==> src/rtl/state_sequencer_pkg.sv <==
// ============================================================================
// state_machines_pkg : shared codes for the ring FSM and its sequencer
// Revision 1.0
// ============================================================================
`default_nettype none

package state_machines_pkg;

  localparam logic [3:0] FSM_INIT  = 4'b0001;
  localparam logic [3:0] FSM_ONE   = 4'b0010;
  localparam logic [3:0] FSM_TWO   = 4'b0100;
  localparam logic [3:0] FSM_THREE = 4'b1000;

  typedef enum logic [2:0] {
    S_IDLE     = 3'd0,
    S_DWELL    = 3'd1,
    S_STEP     = 3'd2,
    S_WAIT_ACK = 3'd3,
    S_DONE     = 3'd4,
    S_ERROR    = 3'd5
  } seq_state_e;

  localparam logic [1:0] ERR_NONE       = 2'b00;
  localparam logic [1:0] ERR_BAD_START  = 2'b01;
  localparam logic [1:0] ERR_ACK_TMO    = 2'b10;
  localparam logic [1:0] ERR_UNEXPECTED = 2'b11;

  function automatic logic [3:0] onehot4(input logic [1:0] idx);
    return FSM_INIT << idx;
  endfunction

endpackage

`default_nettype wire

==> src/rtl/state_sequencer_if.sv <==
// ============================================================================
// state_sequencer_if : host / ring-FSM signals of the state sequencer
// Revision 1.0
// ============================================================================
`default_nettype none

interface state_sequencer_if #(
  parameter int CNT_W = 8
);
  logic               start;
  logic               stop;
  logic [4*CNT_W-1:0] dwell;
  logic [7:0]         loops;
  logic [3:0]         fsm_state;
  logic [3:0]         step;
  logic               busy;
  logic               done;
  logic               error;
  logic [1:0]         err_code;
  logic [1:0]         cur_idx;

  modport master (
    input  start, stop, dwell, loops, fsm_state,
    output step, busy, done, error, err_code, cur_idx
  );

  modport slave (
    output start, stop, dwell, loops, fsm_state,
    input  step, busy, done, error, err_code, cur_idx
  );
endinterface

`default_nettype wire

==> src/rtl/state_sequencer_counter.sv <==
// ============================================================================
// seq_down_counter : loadable down counter, saturates at zero
// Revision 1.0
// ============================================================================
`default_nettype none

module seq_down_counter #(
  parameter int WIDTH = 8
) (
  input  wire logic             clk,
  input  wire logic             reset,
  input  wire logic             load,
  input  wire logic [WIDTH-1:0] value,
  input  wire logic             enable,
  output logic                  zero
);

  logic [WIDTH-1:0] count_q;
  logic [WIDTH-1:0] count_d;

  always_comb begin
    count_d = count_q;
    if (load) begin
      count_d = value;
    end else if (enable && (count_q != '0)) begin
      count_d = count_q - WIDTH'(1);
    end
  end

  always_ff @(posedge clk) begin
    if (reset) begin
      count_q <= '0;
    end else begin
      count_q <= count_d;
    end
  end

  assign zero = (count_q == '0);

endmodule

`default_nettype wire

==> src/rtl/state_sequencer.sv <==
// ============================================================================
// state_sequencer : steps the 4-state ring FSM with per-state dwell times
// Revision 1.0
// ============================================================================
`default_nettype none

module state_sequencer #(
  parameter int CNT_W   = 8,
  parameter int ACK_TMO = 4
) (
  input  wire logic           clk,
  input  wire logic           reset,
  state_sequencer_if.master   bus
);
  import state_machines_pkg::*;

  seq_state_e         state_q, state_d;
  logic [1:0]         cur_idx_q, cur_idx_d;
  logic [7:0]         loop_q, loop_d;
  logic [4*CNT_W-1:0] dwell_q, dwell_d;
  logic [7:0]         loops_q, loops_d;
  logic               error_q, error_d;
  logic [1:0]         err_q, err_d;
  logic [3:0]         step_q, step_d;
  logic               busy_q, busy_d;
  logic               done_q, done_d;

  logic               cnt_load;
  logic [CNT_W-1:0]   cnt_val;
  logic               cnt_en;
  logic               cnt_zero;

  // One counter times both the dwell and the acknowledge window.
  seq_down_counter #(.WIDTH(CNT_W)) u_cnt (
    .clk    (clk),
    .reset  (reset),
    .load   (cnt_load),
    .value  (cnt_val),
    .enable (cnt_en),
    .zero   (cnt_zero)
  );

  always_comb begin
    state_d   = state_q;
    cur_idx_d = cur_idx_q;
    loop_d    = loop_q;
    dwell_d   = dwell_q;
    loops_d   = loops_q;
    error_d   = error_q;
    err_d     = err_q;
    cnt_load  = 1'b0;
    cnt_val   = '0;
    cnt_en    = 1'b0;

    case (state_q)
      S_IDLE, S_DONE, S_ERROR: begin
        if (bus.start) begin
          dwell_d   = bus.dwell;
          loops_d   = bus.loops;
          loop_d    = '0;
          cur_idx_d = 2'd0;
          error_d   = 1'b0;
          err_d     = ERR_NONE;
          if (bus.fsm_state == FSM_INIT) begin
            state_d  = S_DWELL;
            cnt_load = 1'b1;
            cnt_val  = bus.dwell[CNT_W-1:0];
          end else begin
            state_d = S_ERROR;
            error_d = 1'b1;
            err_d   = ERR_BAD_START;
          end
        end
      end
      S_DWELL: begin
        if (bus.fsm_state != onehot4(cur_idx_q)) begin
          state_d = S_ERROR;
          error_d = 1'b1;
          err_d   = ERR_UNEXPECTED;
        end else if (cnt_zero) begin
          state_d = S_STEP;
        end else begin
          cnt_en = 1'b1;
        end
      end
      S_STEP: begin
        state_d  = S_WAIT_ACK;
        cnt_load = 1'b1;
        cnt_val  = CNT_W'(ACK_TMO - 1);
      end
      S_WAIT_ACK: begin
        if (bus.fsm_state == onehot4(cur_idx_q + 2'd1)) begin
          cur_idx_d = cur_idx_q + 2'd1;
          state_d   = S_DWELL;
          if (cur_idx_q == 2'd3) begin
            loop_d = loop_q + 8'd1;
            if ((loops_q != '0) && (loop_d == loops_q)) begin
              state_d = S_DONE;
            end
          end
          if (state_d == S_DWELL) begin
            cnt_load = 1'b1;
            cnt_val  = dwell_q[cur_idx_d*CNT_W +: CNT_W];
          end
        end else if (cnt_zero) begin
          state_d = S_ERROR;
          error_d = 1'b1;
          err_d   = ERR_ACK_TMO;
        end else begin
          cnt_en = 1'b1;
        end
      end
      default: state_d = S_IDLE;
    endcase

    // Abort wins over every transition decided above, including errors.
    if (bus.stop && ((state_q == S_DWELL) || (state_q == S_STEP) ||
                     (state_q == S_WAIT_ACK))) begin
      state_d   = S_IDLE;
      cur_idx_d = cur_idx_q;
      loop_d    = loop_q;
      error_d   = error_q;
      err_d     = err_q;
      cnt_load  = 1'b0;
      cnt_en    = 1'b0;
    end

    step_d = (state_d == S_STEP) ? onehot4(cur_idx_d) : 4'b0000;
    busy_d = (state_d == S_DWELL) || (state_d == S_STEP) || (state_d == S_WAIT_ACK);
    done_d = (state_d == S_DONE) && (state_q != S_DONE);
  end

  always_ff @(posedge clk) begin
    if (reset) begin
      state_q   <= S_IDLE;
      cur_idx_q <= 2'd0;
      loop_q    <= '0;
      dwell_q   <= '0;
      loops_q   <= '0;
      error_q   <= 1'b0;
      err_q     <= ERR_NONE;
      step_q    <= 4'b0000;
      busy_q    <= 1'b0;
      done_q    <= 1'b0;
    end else begin
      state_q   <= state_d;
      cur_idx_q <= cur_idx_d;
      loop_q    <= loop_d;
      dwell_q   <= dwell_d;
      loops_q   <= loops_d;
      error_q   <= error_d;
      err_q     <= err_d;
      step_q    <= step_d;
      busy_q    <= busy_d;
      done_q    <= done_d;
    end
  end

  assign bus.step     = step_q;
  assign bus.busy     = busy_q;
  assign bus.done     = done_q;
  assign bus.error    = error_q;
  assign bus.err_code = err_q;
  assign bus.cur_idx  = cur_idx_q;

endmodule

`default_nettype wire

==> src/flat_wrapper.sv <==
// flat-port wrapper written by rule: the top's interface ports become plain ports
module state_sequencer_flat import state_machines_pkg::*;
#(
  parameter int CNT_W   = 8,
  parameter int ACK_TMO = 4
)
  (clk, reset, bus_start, bus_stop, bus_dwell, bus_loops, bus_fsm_state, bus_step, bus_busy, bus_done, bus_error, bus_err_code, bus_cur_idx);
  state_sequencer_if #(.CNT_W(CNT_W)) bus_i ();
  input  wire logic clk;
  input  wire logic reset;
  input wire logic [$bits(bus_i.start)-1:0] bus_start;
  input wire logic [$bits(bus_i.stop)-1:0] bus_stop;
  input wire logic [$bits(bus_i.dwell)-1:0] bus_dwell;
  input wire logic [$bits(bus_i.loops)-1:0] bus_loops;
  input wire logic [$bits(bus_i.fsm_state)-1:0] bus_fsm_state;
  output wire logic [$bits(bus_i.step)-1:0] bus_step;
  output wire logic [$bits(bus_i.busy)-1:0] bus_busy;
  output wire logic [$bits(bus_i.done)-1:0] bus_done;
  output wire logic [$bits(bus_i.error)-1:0] bus_error;
  output wire logic [$bits(bus_i.err_code)-1:0] bus_err_code;
  output wire logic [$bits(bus_i.cur_idx)-1:0] bus_cur_idx;
  assign bus_i.start = bus_start;
  assign bus_i.stop = bus_stop;
  assign bus_i.dwell = bus_dwell;
  assign bus_i.loops = bus_loops;
  assign bus_i.fsm_state = bus_fsm_state;
  assign bus_step = bus_i.step;
  assign bus_busy = bus_i.busy;
  assign bus_done = bus_i.done;
  assign bus_error = bus_i.error;
  assign bus_err_code = bus_i.err_code;
  assign bus_cur_idx = bus_i.cur_idx;
  state_sequencer #(.CNT_W(CNT_W), .ACK_TMO(ACK_TMO)) u_core (.clk(clk), .reset(reset), .bus(bus_i));
endmodule
==> config.mk <==
export PLATFORM = sky130hd
export DESIGN_NAME = state_sequencer_flat
export DESIGN_NICKNAME = d
export VERILOG_FILES = /design/src/rtl/state_sequencer_pkg.sv /design/src/rtl/state_sequencer_if.sv /design/src/rtl/state_sequencer_counter.sv /design/src/rtl/state_sequencer.sv /design/src/flat_wrapper.sv
export SDC_FILE = /design/constraint.sdc
export NUM_CORES = 1
export LEC_CHECK = 0
export ABC_AREA = 0
export BUFFER_PORTS_ARGS = -buffer_cell sky130_fd_sc_hd__clkbuf_2
export CAP_MARGIN = 40
export CORE_MARGIN = 2
export CORE_UTILIZATION = 50
export CTS_CLUSTER_DIAMETER = 200
export DETAILED_ROUTE_END_ITERATION = 10
export PLACE_DENSITY = 0.72
export SLEW_MARGIN = 25
export SYNTH_ARGS = -nofsm -noshare
export SYNTH_HDL_FRONTEND = slang
export SYNTH_SLANG_ARGS = --single-unit
==> constraint.sdc <==
create_clock -name clk -period 2.55 [get_ports clk]
set_input_delay 0.255 -clock clk [delete_from_list [all_inputs] [get_ports clk]]
set_output_delay 0.255 -clock clk [all_outputs]
set_load 0.01 [all_outputs]
## After elaboration in Yosys (flattened, before gate mapping)

Index checks and enable logic that the tools add are counted.

| storage, ports and cells | value |
|---|---|
| register bits | 70 |
| input bits | 48 |
| output and inout port bits | 11 |

| cells by class | value |
|---|---|
| add/sub/neg operators | 3 |
| equality and inequality tests | 22 |
| shift-type cells | 4 |
| muxes and demuxes | 50 |
| bitwise gates (word level) | 2 |
| reduce and logical (&&, ||, !) cells | 20 |

Operators with widths:

| cell | count |
|---|---|
| 8-bit 2-to-1 mux | 9 |
| 3-bit 2-to-1 mux | 11 |
| 32-bit by 6-bit indexed part select with 8-bit output | 1 |
| 8-bit case mux with 3 select lines | 1 |
| 8-bit case mux with 2 select lines | 1 |
| 8-bit nonzero test | 2 |
| 1-bit 2-to-1 mux | 15 |
| 2-bit 2-to-1 mux | 7 |
| 3-bit by 2-bit == test with 1-bit output, second input constant | 4 |
| 3-bit case mux with 4 select lines | 1 |
| 1-bit by 2-bit << shifter with 4-bit output, first input constant | 3 |
| 3-bit by 1-bit == test with 1-bit output, second input constant | 3 |
| 3-bit == test, second input constant | 3 |
| 8-bit by 1-bit adder with 8-bit output, second input constant | 1 |
| 8-bit == test | 1 |
| 8-bit zero test | 1 |
| 2-bit by 1-bit != test with 1-bit output, second input constant | 4 |
| 8-bit by 1-bit subtractor with 8-bit output, second input constant | 1 |
| 1-bit case mux with 3 select lines | 2 |
| 2-bit case mux with 3 select lines | 1 |
| 6-bit AND reduction | 1 |
| 5-bit AND reduction | 1 |
| 4-bit by 1-bit == test with 1-bit output, second input constant | 1 |
| 4-bit == test | 1 |
| 16 further kinds | 25 |

## Longest topological paths before layout

Gate-level depths: netlist of the first run.

| logic depth | value |
|---|---|
| depth after elaboration | 13 |
| mapped depth | 10 |
| depth with buffers taken out | 9 |

## Modules after synthesis

From an unflattened synthesis of the first run, not the netlist that was laid out.

| second synthesis, totals | value |
|---|---|
| cells, all modules | 464 |
| area total of the unflattened synthesis | 3784.9 sq um |

Modules (own cells, without submodules):

| module | instances | cells an instance | area an instance (sq um) | sequential area each (sq um) |
|---|---|---|---|---|
| state_sequencer | 1 | 405 | 3269.4 | 1241.2 |
| seq_down_counter | 1 | 59 | 515.5 | 160.2 |

## Worst setup path after synthesis of the first run

Ideal clock, no wire load.

| timing path | value |
|---|---|
| kind | flip-flop to flip-flop |
| from | register u_core.cur_idx_q[0] (netlist: u_core.bus.cur_idx[0]) |
| to | register u_core.u_cnt.count_q[1] |
| arrival | 2.696 ns |
| required time | 2.464 ns |
| setup slack | -0.232 ns |
| stages on the path, launching flop included | 11 |
| buffers on the path | 1 |
| cell sequence | dfxtp_1 clkbuf_1 inv_1 ha_1 xnor2_1 nand4_4 or2_1 or4_4 nand2_4 a22oi_1 a221oi_2 |

| on the way | value |
|---|---|
| word-level cells in the longest chain between the ends | 10 |
| elaborated cells on any way between the ends | 25 |

Ends and longest elaborated chain:

| item | RTL line | text |
|---|---|---|
| from (decl) | state_sequencer.sv:18 | `logic [1:0] cur_idx_q, cur_idx_d;` |
| from (signal assigned) | state_sequencer.sv:147 | `cur_idx_q <= cur_idx_d;` |
| branches (longest 10 deep; another with 2-bit by 1-bit adder with 2-bit output) | - |  |
| to (signal assigned) | state_sequencer_counter.sv:34 | `count_q <= count_d;` |
| to (decl) | state_sequencer_counter.sv:18 | `logic [WIDTH-1:0] count_q;` |

Several ways; the timed one is not identified. The select of a mux whose other input is x is not followed.
A chain may end at the register's enable or synchronous reset.

## Worst setup path in the final report of the first run

| timing path | value |
|---|---|
| from | register u_core.cur_idx_q[1] (netlist: u_core.bus.cur_idx[1]) |
| to | register u_core.u_cnt.count_q[3] |

Same word-level chain as after synthesis.

==> results of run 1 <==
==> cell usage in the layout, fill, tap and decap left out, types with 4 or more instances in the layout <==
cell type	instances
a22oi_1	8
nand4_1	4
or4_1	4
a221oi_2	7
clkbuf_2	58
nor2_1	31
xnor2_1	12
mux4_2	8
nand2b_1	4
nand4b_1	4
ha_1	6
xor2_1	7
nand2_1	92
a31oi_1	6
nor3_1	7
a21oi_1	55
o22ai_1	4
nand3_1	14
inv_1	6
buf_4	16
clkbuf_8	9
o21ai_0	10
xnor2_2	4
dfxtp_1	68
==> Yosys cell counts (6+ instances only) <==
master     n
o21ai_0   10
inv_1      6
nand3_1   14
a21oi_1   55
nor3_1     8
a221oi_2   7
nor2_1    31
buf_2      6
ha_1       7
nand2_1   92
xnor2_1   15
dfxtp_1   70
a22oi_1    8
xor2_1     7
mux4_2     8
clkbuf_1  16
a31oi_1    6
==> layout make-up <==
| type | instances | area [um2] |
|---|---|---|
| fill | 667 | 2800 |
| multi-input combinational | 345 | 2260 |
| sequential | 70 | 1410 |
| timing repair buffer | 75 | 430 |
| clock buffer | 9 | 124 |
| tap | 99 | 124 |
| clock inverter | 7 | 80.1 |
| inverter | 6 | 22.5 |
==> sequential cells by signal (all words and copies together), names as in the netlist <==
register,count
u_core.bus.busy,1
u_core.bus.cur_idx,2
u_core.bus.done,1
u_core.bus.err_code,2
u_core.bus.error,1
u_core.bus.step,4
u_core.dwell_q,32
u_core.loop_q,8
u_core.loops_q,8
u_core.state_q,3
u_core.u_cnt.count_q,8
==> kinds of logic after synthesis <==
logic type      share of synthesized area (%)
simple gates                             25.7
buf+inv                                  4.19
flops                                    37.2
fa+ha+maj                                2.33
mux                                      4.79
xor+xnor                                 5.55
compound gates                           20.2
==> metrics by stage <==
stage | hold WS (ns) | util [%] | std cells
6_report | 0.114 | 61.3 | 611
5_1_grt | 0.102 | 61.3 | 611
4_1_cts | 0.0998 | 61.0 | 611
3_5_place_dp | 0.445 | 58.0 | 595
3_3_place_gp | 0.438 | 58.0 | 595
2_1_floorplan | 0.391 | - | 451
==> repair_timing <==
action / in CTS / in global routing
setup endpoints to repair: 5 / 12
hold endpoints to repair: 0 / 0
gates resized for setup: 4 / 5
gates cloned: 0 / 0
pin swaps: 0 / 3
==> report_power, final <==
group	switching (uW)	internal, uW	total (uW)	leakage [uW]
combinational	267	190	457	0.00102
sequential	62.8	1170	1230	0.000574
clock	469	463	932	0.0000968
total	798	1820	2620	0.00169
==> per-layer routing <==
layer / global-route usage (%) / share of wire [%]
met5: 0 / 0
met3: 5.01 / 6.4
met2: 37.1 / 46
met1: 33.6 / 46
met4: 6.03 / 1.1
==> worst max-delay path: cells and delay by family, from the launching register on <==
| kind | cells | cell delay (ns) |
|---|---|---|
| simple gates | 4 | 1.03 |
| flops | 1 | 0.39 |
| buf+inv | 1 | 0.10 |
| compound gates | 2 | 0.40 |
| fa+ha+maj | 1 | 0.24 |
| xor+xnor | 1 | 0.21 |
==> worst min-delay path by stage <==
stage | start | to | slack, ns
after global routing | bus_dwell[9] | u_core.dwell_q[9] | 0.10
after floorplan | bus_dwell[0] | u_core.dwell_q[0] | 0.39
after global placement | u_core.dwell_q[5] | u_core.dwell_q[5] | 0.44
after detailed placement | u_core.dwell_q[4] | u_core.dwell_q[4] | 0.45
after CTS | bus_dwell[22] | u_core.dwell_q[22] | 0.1
final | bus_dwell[27] | u_core.dwell_q[27] | 0.11
==> out/results.ini, run 1 <==
[worst_setup_path]
rr_startpoint=u_core.bus.cur_idx[1]
cp-start-kind=register
slowest_delay_ns=0.46
r2r_cells=9
crit_chain=inv_1 -> ha_1 -> xnor2_2 -> nand4_4 -> or2_1 -> or4_4 -> nand2_4 -> a22oi_1 -> a221oi_2
crit_type=register to register
cp-end-kind=register
reg2reg_to=u_core.u_cnt.count_q[3]
critical_path.endpoint=u_core.u_cnt.count_q[3]
cp_slowest_cell=or4_4
reg2reg_setup_slack_ns=0.10
crit_required_ns=2.81
crit_fanout=9
worstPathArrival_ns=2.71
crit_start=u_core.bus.cur_idx[1]

[clock_network]
path_clk_slew_ns=0.08
post_cts_buffers=0
hold_buffers=0
cts_root_buf=clkbuf_8
clk_path_buf_depth=2
h-tree-depth=3
worstSkewPairLatency_ns=0.35
cts.sinks=70
cts_buffers=9
cts_tree=done

[grt]
grt_pass1_wl_um=15800
antenna_found_initial=0
grt_start_max_net_pins=64
grt_remaining_overflow=0
grt_pass1_vias=3251
grt_use_total_pct=23.8

[power_and_ir_drop]
irDropWorstVdd_mv=0.443
totalPowerFinal_uw=2620
p_leak_uw=0.00169
p_per_area_nw_per_um2=589

[job]
maxCapViolCount=0

[timing]
finalCritPeriodShare_pct=95.9
post-route-min-period_ns=2.45
hold_viol=0
clock_skew_ns=0.00901
slew_headroom_pct=53.4
finalSetupTns_ns=0
setup_ws_ns=0.103
fmax_ghz=0.409
rsz0062_at_grt=false
finalSetupViolations=0
drv_slew=0
tightest_slew_ns=0.699

[synth]
synth_seq_cells=70
netlist.top_cell.by_area=dfxtp_1
synth_top_area_share_pct=37.2
synth.avg_cell_area_um2=8.35
yosysSeqAreaShare_pct=37.2
synth_warnings=0
syn_inst=451
synthArstFlopShare_pct=0
synth_nets=506
synth_edf_count=0
syn_area_um2=3760
netlist_top_cells_area=dfxtp_1 37%, nand2_1 9.2%, a21oi_1 7.3%
ys_types=64
synthFlopType=dfxtp_1

[routing]
vias_per_cell=5.68
drt_iter0_markers=239
wl_per_cell_um=15.6
first_pass_iters=5
wl_um=9530
ant_nets=0
drc_errors=0
vias=3470

[cells_and_area]
nNetsFinal=562
stdcell_area_um2=4450
diodes=0
areaGrowthSynthToFinish_pct=18.2
drive_gt1_share_pct=25.6

[place]
postPlaceCellArea_um2=4200
place.gp.congestion=0.833
io_buffers=58
hpwlAfterDp_um=6820
place_ws_ns=0.0137

[floorplanning]
dieArea_um2=8240
initial_core_util_pct=51.9
die_w_um=90.8
row_count=31
io_pins=59
core_area_um2=7250
die_h_um=90.8

[outcome]
status=complete, no violations

[min_path]
hold-path-cell-count=3
hold_path_class=input pin to register

No activity file was read; power rests on OpenSTA's default activity.
==> run 2: changes to the inputs <==
--- a/config.mk
+++ b/config.mk
@@ -8,11 +8,14 @@
 export ABC_AREA = 0
 export BUFFER_PORTS_ARGS = -buffer_cell sky130_fd_sc_hd__clkbuf_2
 export CAP_MARGIN = 40
+export CELL_PAD_IN_SITES_DETAIL_PLACEMENT = 1
+export CELL_PAD_IN_SITES_GLOBAL_PLACEMENT = 1
 export CORE_MARGIN = 2
-export CORE_UTILIZATION = 50
+export CORE_UTILIZATION = 38
 export CTS_CLUSTER_DIAMETER = 200
+export CTS_CLUSTER_SIZE = 16
 export DETAILED_ROUTE_END_ITERATION = 10
-export PLACE_DENSITY = 0.72
+export PLACE_DENSITY = 0.73
 export SLEW_MARGIN = 25
 export SYNTH_ARGS = -nofsm -noshare
 export SYNTH_HDL_FRONTEND = slang
==> run 2 against run 1 <==
Wire length up 17%. Sequential share of layout area down 1.2 points. Critical path depth down 2. Worst setup slack worse by 0.0011 ns. Critical path type unchanged. Largest cell class unchanged. Highest routed layer unchanged.
==> out/results.ini, run 2 (synthesis results as in run 1) <==
[outcome]
status=complete, no violations

[grt]
antenna_found_initial=0
grt_pass1_wl_um=18400
grt_pass1_vias=3656
grt_remaining_overflow=0
grt_use_total_pct=21.2
grt_start_max_net_pins=64

[routing]
first_pass_iters=4
vias=3542
drt_iter0_markers=103
drc_errors=0
ant_nets=0
wl_per_cell_um=17.2
wl_um=11200
vias_per_cell=5.47

[timing]
finalSetupTns_ns=0
fmax_ghz=0.409
drv_slew=0
tightest_slew_ns=0.705
hold_viol=0
rsz0062_at_grt=false
post-route-min-period_ns=2.45
slew_headroom_pct=53.0
finalSetupViolations=0
clock_skew_ns=0.0112
finalCritPeriodShare_pct=96.0

[floorplanning]
core_area_um2=9680
dieArea_um2=10700
die_h_um=104
io_pins=59
row_count=36
initial_core_util_pct=38.9
die_w_um=104

[clock_network]
cts_tree=done
cts_root_buf=clkbuf_8
cts.sinks=70
h-tree-depth=3
path_clk_slew_ns=0.08
hold_buffers=0
clk_path_buf_depth=2
cts_buffers=9
worstSkewPairLatency_ns=0.36

[min_path]
min_to=u_core.dwell_q[19]
min_from=bus_dwell[19]
hold_path_class=input pin to register
hold-path-cell-count=3

[worst_setup_path]
crit_chain=nand4_1 -> nor4b_1 -> or3_1 -> o22a_1 -> nand3_1 -> or3b_1 -> nor2_1
crit_cells=7
worstPathArrival_ns=2.74
cpLargestDelayFamily=simple AND/OR/NAND/NOR gates
slowest_delay_ns=0.51
reg2reg_to=u_core.bus.step[3]
rr_startpoint=u_core.loop_q[2]
cp_num_buf_inv=0
cp-end-kind=register
crit_type=register to register
r2r_cells=7
cp-start-kind=register
crit_required_ns=2.84
cp_slowest_cell=dfxtp_1
crit_fanout=10
reg2reg_setup_slack_ns=0.10

[place]
io_buffers=58
place.gp.congestion=0.832
hpwlAfterDp_um=7980
placed_cells=631

[cells_and_area]
fin_cells=648
drive_gt1_share_pct=27.2
layout.cells.most_common_list=92 x nand2_1, 68 x dfxtp_1, 58 x clkbuf_2, 55 x a21oi_1, 31 x nor2_1
multi_input_area_um2=2310
fillers=1169
areaGrowthSynthToFinish_pct=22.8
final_common_cell=nand2_1
diodes=0
regArea_um2=1400
top_register=u_core.dwell_q
largest_register_ffs=32
nNetsFinal=565

[power_and_ir_drop]
p_per_area_nw_per_um2=634
p_leak_uw=0.00176
irDropWorstVdd_mv=0.285
totalPowerFinal_uw=2930

[job]
maxCapViolCount=0

run 2: cell count changes in the layout (fill, tap and decap cells not counted), sizes merged:
| cell | previous run | this run |
|---|---|---|
| bufinv | 1 | 4 |
| clkbuf | 67 | 68 |
| clkinvlp | 2 | 1 |
| inv | 9 | 6 |
| buf | 17 | 20 |
run 2: through the flow:
step                worst slack [ns]  hold WS (ns)  area (um2)  util (%)
finish                         0.102         0.108        4620      47.7
global route                  0.0188         0.116        4620      47.7
CTS                           0.0271        0.0937        4550      47.0
detailed placement           -0.0178         0.449        4260      44.0
global placement            -0.00173         0.441        4260      44.0
floorplan                   0.000257         0.391        3790         -
run 2: routing by layer:
metal  share of wire, %  global-route usage (%)  up-vias
li1                   -                       -     1722
met1                 47                    28.2     1744
met2                 49                    35.1       63
met3                3.5                    3.46       13
met4                1.5                    7.34        0
met5                  0                       0        -
run 2: cell type report:
| class | instances | area share, % |
|---|---|---|
| inverter | 6 | 0.487 |
| timing repair buffer | 78 | 9.80 |
| clock buffer | 10 | 2.98 |
| multi-input combinational | 345 | 49.9 |
| tap | 133 | 3.60 |
| clock inverter | 6 | 2.87 |
| sequential | 70 | 30.4 |
run 2: worst register-to-register path, cell delays in order, from the launching register on:
cell and delay (ns):
dfxtp_1 0.51, nand4_1 0.24, nor4b_1 0.48, or3_1 0.18
o22a_1 0.28, nand3_1 0.17, or3b_1 0.42, nor2_1 0.11
run 2: worst max-delay path by stage:
stage                                     start  slack [ns]                       to
after floorplan           u_core.bus.cur_idx[0]      0.0003  u_core.u_cnt.count_q[1]
after global placement    u_core.bus.cur_idx[1]      -0.002       u_core.bus.step[1]
after detailed placement  u_core.bus.cur_idx[0]       -0.02       u_core.bus.step[1]
after CTS                 u_core.bus.cur_idx[0]        0.03  u_core.u_cnt.count_q[2]
after global routing           u_core.loop_q[3]        0.02  u_core.u_cnt.count_q[2]
final                          u_core.loop_q[2]        0.10       u_core.bus.step[3]
run 2: where the power goes:
group / switching, uW / internal [uW] / total (uW) / leakage (uW)
Combinational: 277 / 192 / 469 / 0.00105
Clock: 452 / 774 / 1230 / 0.000132
Sequential: 63.2 / 1170 / 1230 / 0.000574
run 2: timing repair:
action,in CTS,in global routing
gates resized for setup,4,13
buffers inserted,0,1
pin swaps,0,5
hold endpoints to repair,0,0
endpoints found under the setup margin,10,12
==> run 3: changes to the inputs <==
--- a/config.mk
+++ b/config.mk
@@ -7,15 +7,15 @@
 export LEC_CHECK = 0
 export ABC_AREA = 0
 export BUFFER_PORTS_ARGS = -buffer_cell sky130_fd_sc_hd__clkbuf_2
-export CAP_MARGIN = 40
 export CELL_PAD_IN_SITES_DETAIL_PLACEMENT = 1
 export CELL_PAD_IN_SITES_GLOBAL_PLACEMENT = 1
 export CORE_MARGIN = 2
-export CORE_UTILIZATION = 38
+export CORE_UTILIZATION = 40
+export CTS_BUF_LIST = sky130_fd_sc_hd__clkbuf_8
 export CTS_CLUSTER_DIAMETER = 200
 export CTS_CLUSTER_SIZE = 16
 export DETAILED_ROUTE_END_ITERATION = 10
-export PLACE_DENSITY = 0.73
+export PLACE_DENSITY = 0.76
 export SLEW_MARGIN = 25
 export SYNTH_ARGS = -nofsm -noshare
 export SYNTH_HDL_FRONTEND = slang
==> run 3 against run 2 <==
Register-to-register slack better by 0.04 ns. Via count grew 0.23%. First-iteration DRC count down 7.8%. Critical path type unchanged. Critical endpoint unchanged. Largest power group unchanged.
==> out/results.ini, run 3 (synthesis results as in run 1) <==
[routing]
wl_um=11000
wl_per_cell_um=17.6
ant_nets=0
drc_errors=0
vias=3550
drt_iter0_markers=95
first_pass_iters=4
vias_per_cell=5.67

[worst_setup_path]
crit_chain=nand4_1 -> nor4b_1 -> or3_1 -> o22a_1 -> nand3_1 -> or3b_1 -> nor2_1
cp_slowest_cell=dfxtp_1
slowest_delay_ns=0.54
crit_type=register to register
cpLargestDelayFamily=simple AND/OR/NAND/NOR gates
crit_required_ns=2.84
cp_num_buf_inv=0
cp-start-kind=register
worstPathArrival_ns=2.70
crit_fanout=10
cp-end-kind=register

[clock_network]
worstSkewPairLatency_ns=0.36
cts_tree=done
cts_buffers=9
path_clk_slew_ns=0.08
clk_path_buf_depth=2
h-tree-depth=3
hold_buffers=0
cts.sinks=70
cts_root_buf=clkbuf_8

[grt]
antenna_found_initial=0
grt_remaining_overflow=0
grt_use_total_pct=22.4
grt_pass1_wl_um=17900
grt_pass1_vias=3581
grt_start_max_net_pins=64

[timing]
fmax_ghz=0.415
slew_headroom_pct=53.4
tightest_slew_ns=0.699
hold_viol=0
finalCritPeriodShare_pct=94.5
finalSetupTns_ns=0
clock_skew_ns=0.0115
finalSetupViolations=0
finalHoldWorstSlack_ns=0.111
drv_slew=0
post-route-min-period_ns=2.41

[floorplanning]
dieArea_um2=10200
die_h_um=101
io_pins=59
row_count=35
initial_core_util_pct=40.9
die_w_um=101
core_area_um2=9200

[cells_and_area]
fillers=1103
final_common_cell=nand2_1
nNetsFinal=565
layout.cells.most_common_list=92 x nand2_1, 68 x dfxtp_1, 58 x clkbuf_2, 55 x a21oi_1, 31 x nor2_1
areaGrowthSynthToFinish_pct=18.0
top_register=u_core.dwell_q
largest_register_ffs=32
fin_cells=626
diodes=0
drive_gt1_share_pct=26.0

[power_and_ir_drop]
p_seq_share_pct=49.0
intPower_uw=1710
swShare_pct=32.0
p_switching_uw=805
p_per_area_nw_per_um2=567
combPwrFrac_pct=18.5
p_clk_share_pct=32.6
irDropWorstVdd_mv=0.403
p_leak_uw=0.00169

[min_path]
hold_path_class=input pin to register

[place]
hpwlAfterDp_um=8040
placed_cells=610
io_buffers=58
place.gp.congestion=0.897

[outcome]
status=complete, no violations

[job]
maxCapViolCount=0

[run 3: cell types whose count changed in the layout (fill, tap and decap cells not counted), sizes merged]
| cell | delta |
|---|---|
| bufinv | -4 |
| inv | +1 |
| clkinvlp | +2 |
| clkbuf | -1 |
| clkinv | +2 |
[run 3: layer usage]
metal / track usage, % / up-vias / part of all wire, %
li1: - / 1722 / -
met1: 31.1 / 1733 / 49
met2: 35.0 / 74 / 45
met3: 3.33 / 21 / 3.0
met4: 8.84 / 0 / 2.5
met5: 0 / - / 0
[run 3: timing repair]
item                                    CTS  global route
setup buffers                             0             0
endpoints found under the setup margin    0            12
gates resized for setup                   0             8
[run 3: final timing paths]
check                                        start                 end  slack [ns]  cells after the start
worst max register to register    u_core.loop_q[2]  u_core.bus.step[3]        0.14                      7
worst min-delay path                 bus_dwell[18]  u_core.dwell_q[18]        0.11                      3
worst min register to register  u_core.dwell_q[10]  u_core.dwell_q[10]        0.45                      2
worst max-delay path              u_core.loop_q[2]  u_core.bus.step[3]        0.14                      7
[run 3: stage by stage]
step	cell area, um2	power, uW	setup WS (ns)	utilization (%)
global placement	4230	1700	0.164	46.0
floorplan	3790	1550	0.000257	-
global route	4440	2640	-0.00675	48.3
detailed placement	4230	1720	0.0269	46.0
CTS	4400	2530	0.000208	47.9
finish	4440	2520	0.141	48.3
[run 3: layout make-up]
type / count / area, um2 / area share (%)
Timing Repair Buffer: 78 / 440 / 9.92
Clock inverter: 7 / 50.0 / 1.13
Inverter: 6 / 22.5 / 0.507
Tap cell: 111 / 139 / 3.13
Clock buffer: 9 / 124 / 2.79
Multi-Input combinational cell: 345 / 2260 / 50.9
Sequential cell: 70 / 1400 / 31.6
[run 3: power groups by stage]
stage	clock (uW)	combinational, uW	sequential, uW
2_1_floorplan	0	319	1240
3_3_place_gp	0	447	1250
3_5_place_dp	0	461	1260
4_1_cts	840	463	1230
5_1_grt	881	521	1240
6_report	820	465	1230
[run 3: worst min-delay path: stages]
cell and delay (ns):
clkbuf_2 0.08, nand2_1 0.04, a21oi_1 0.05
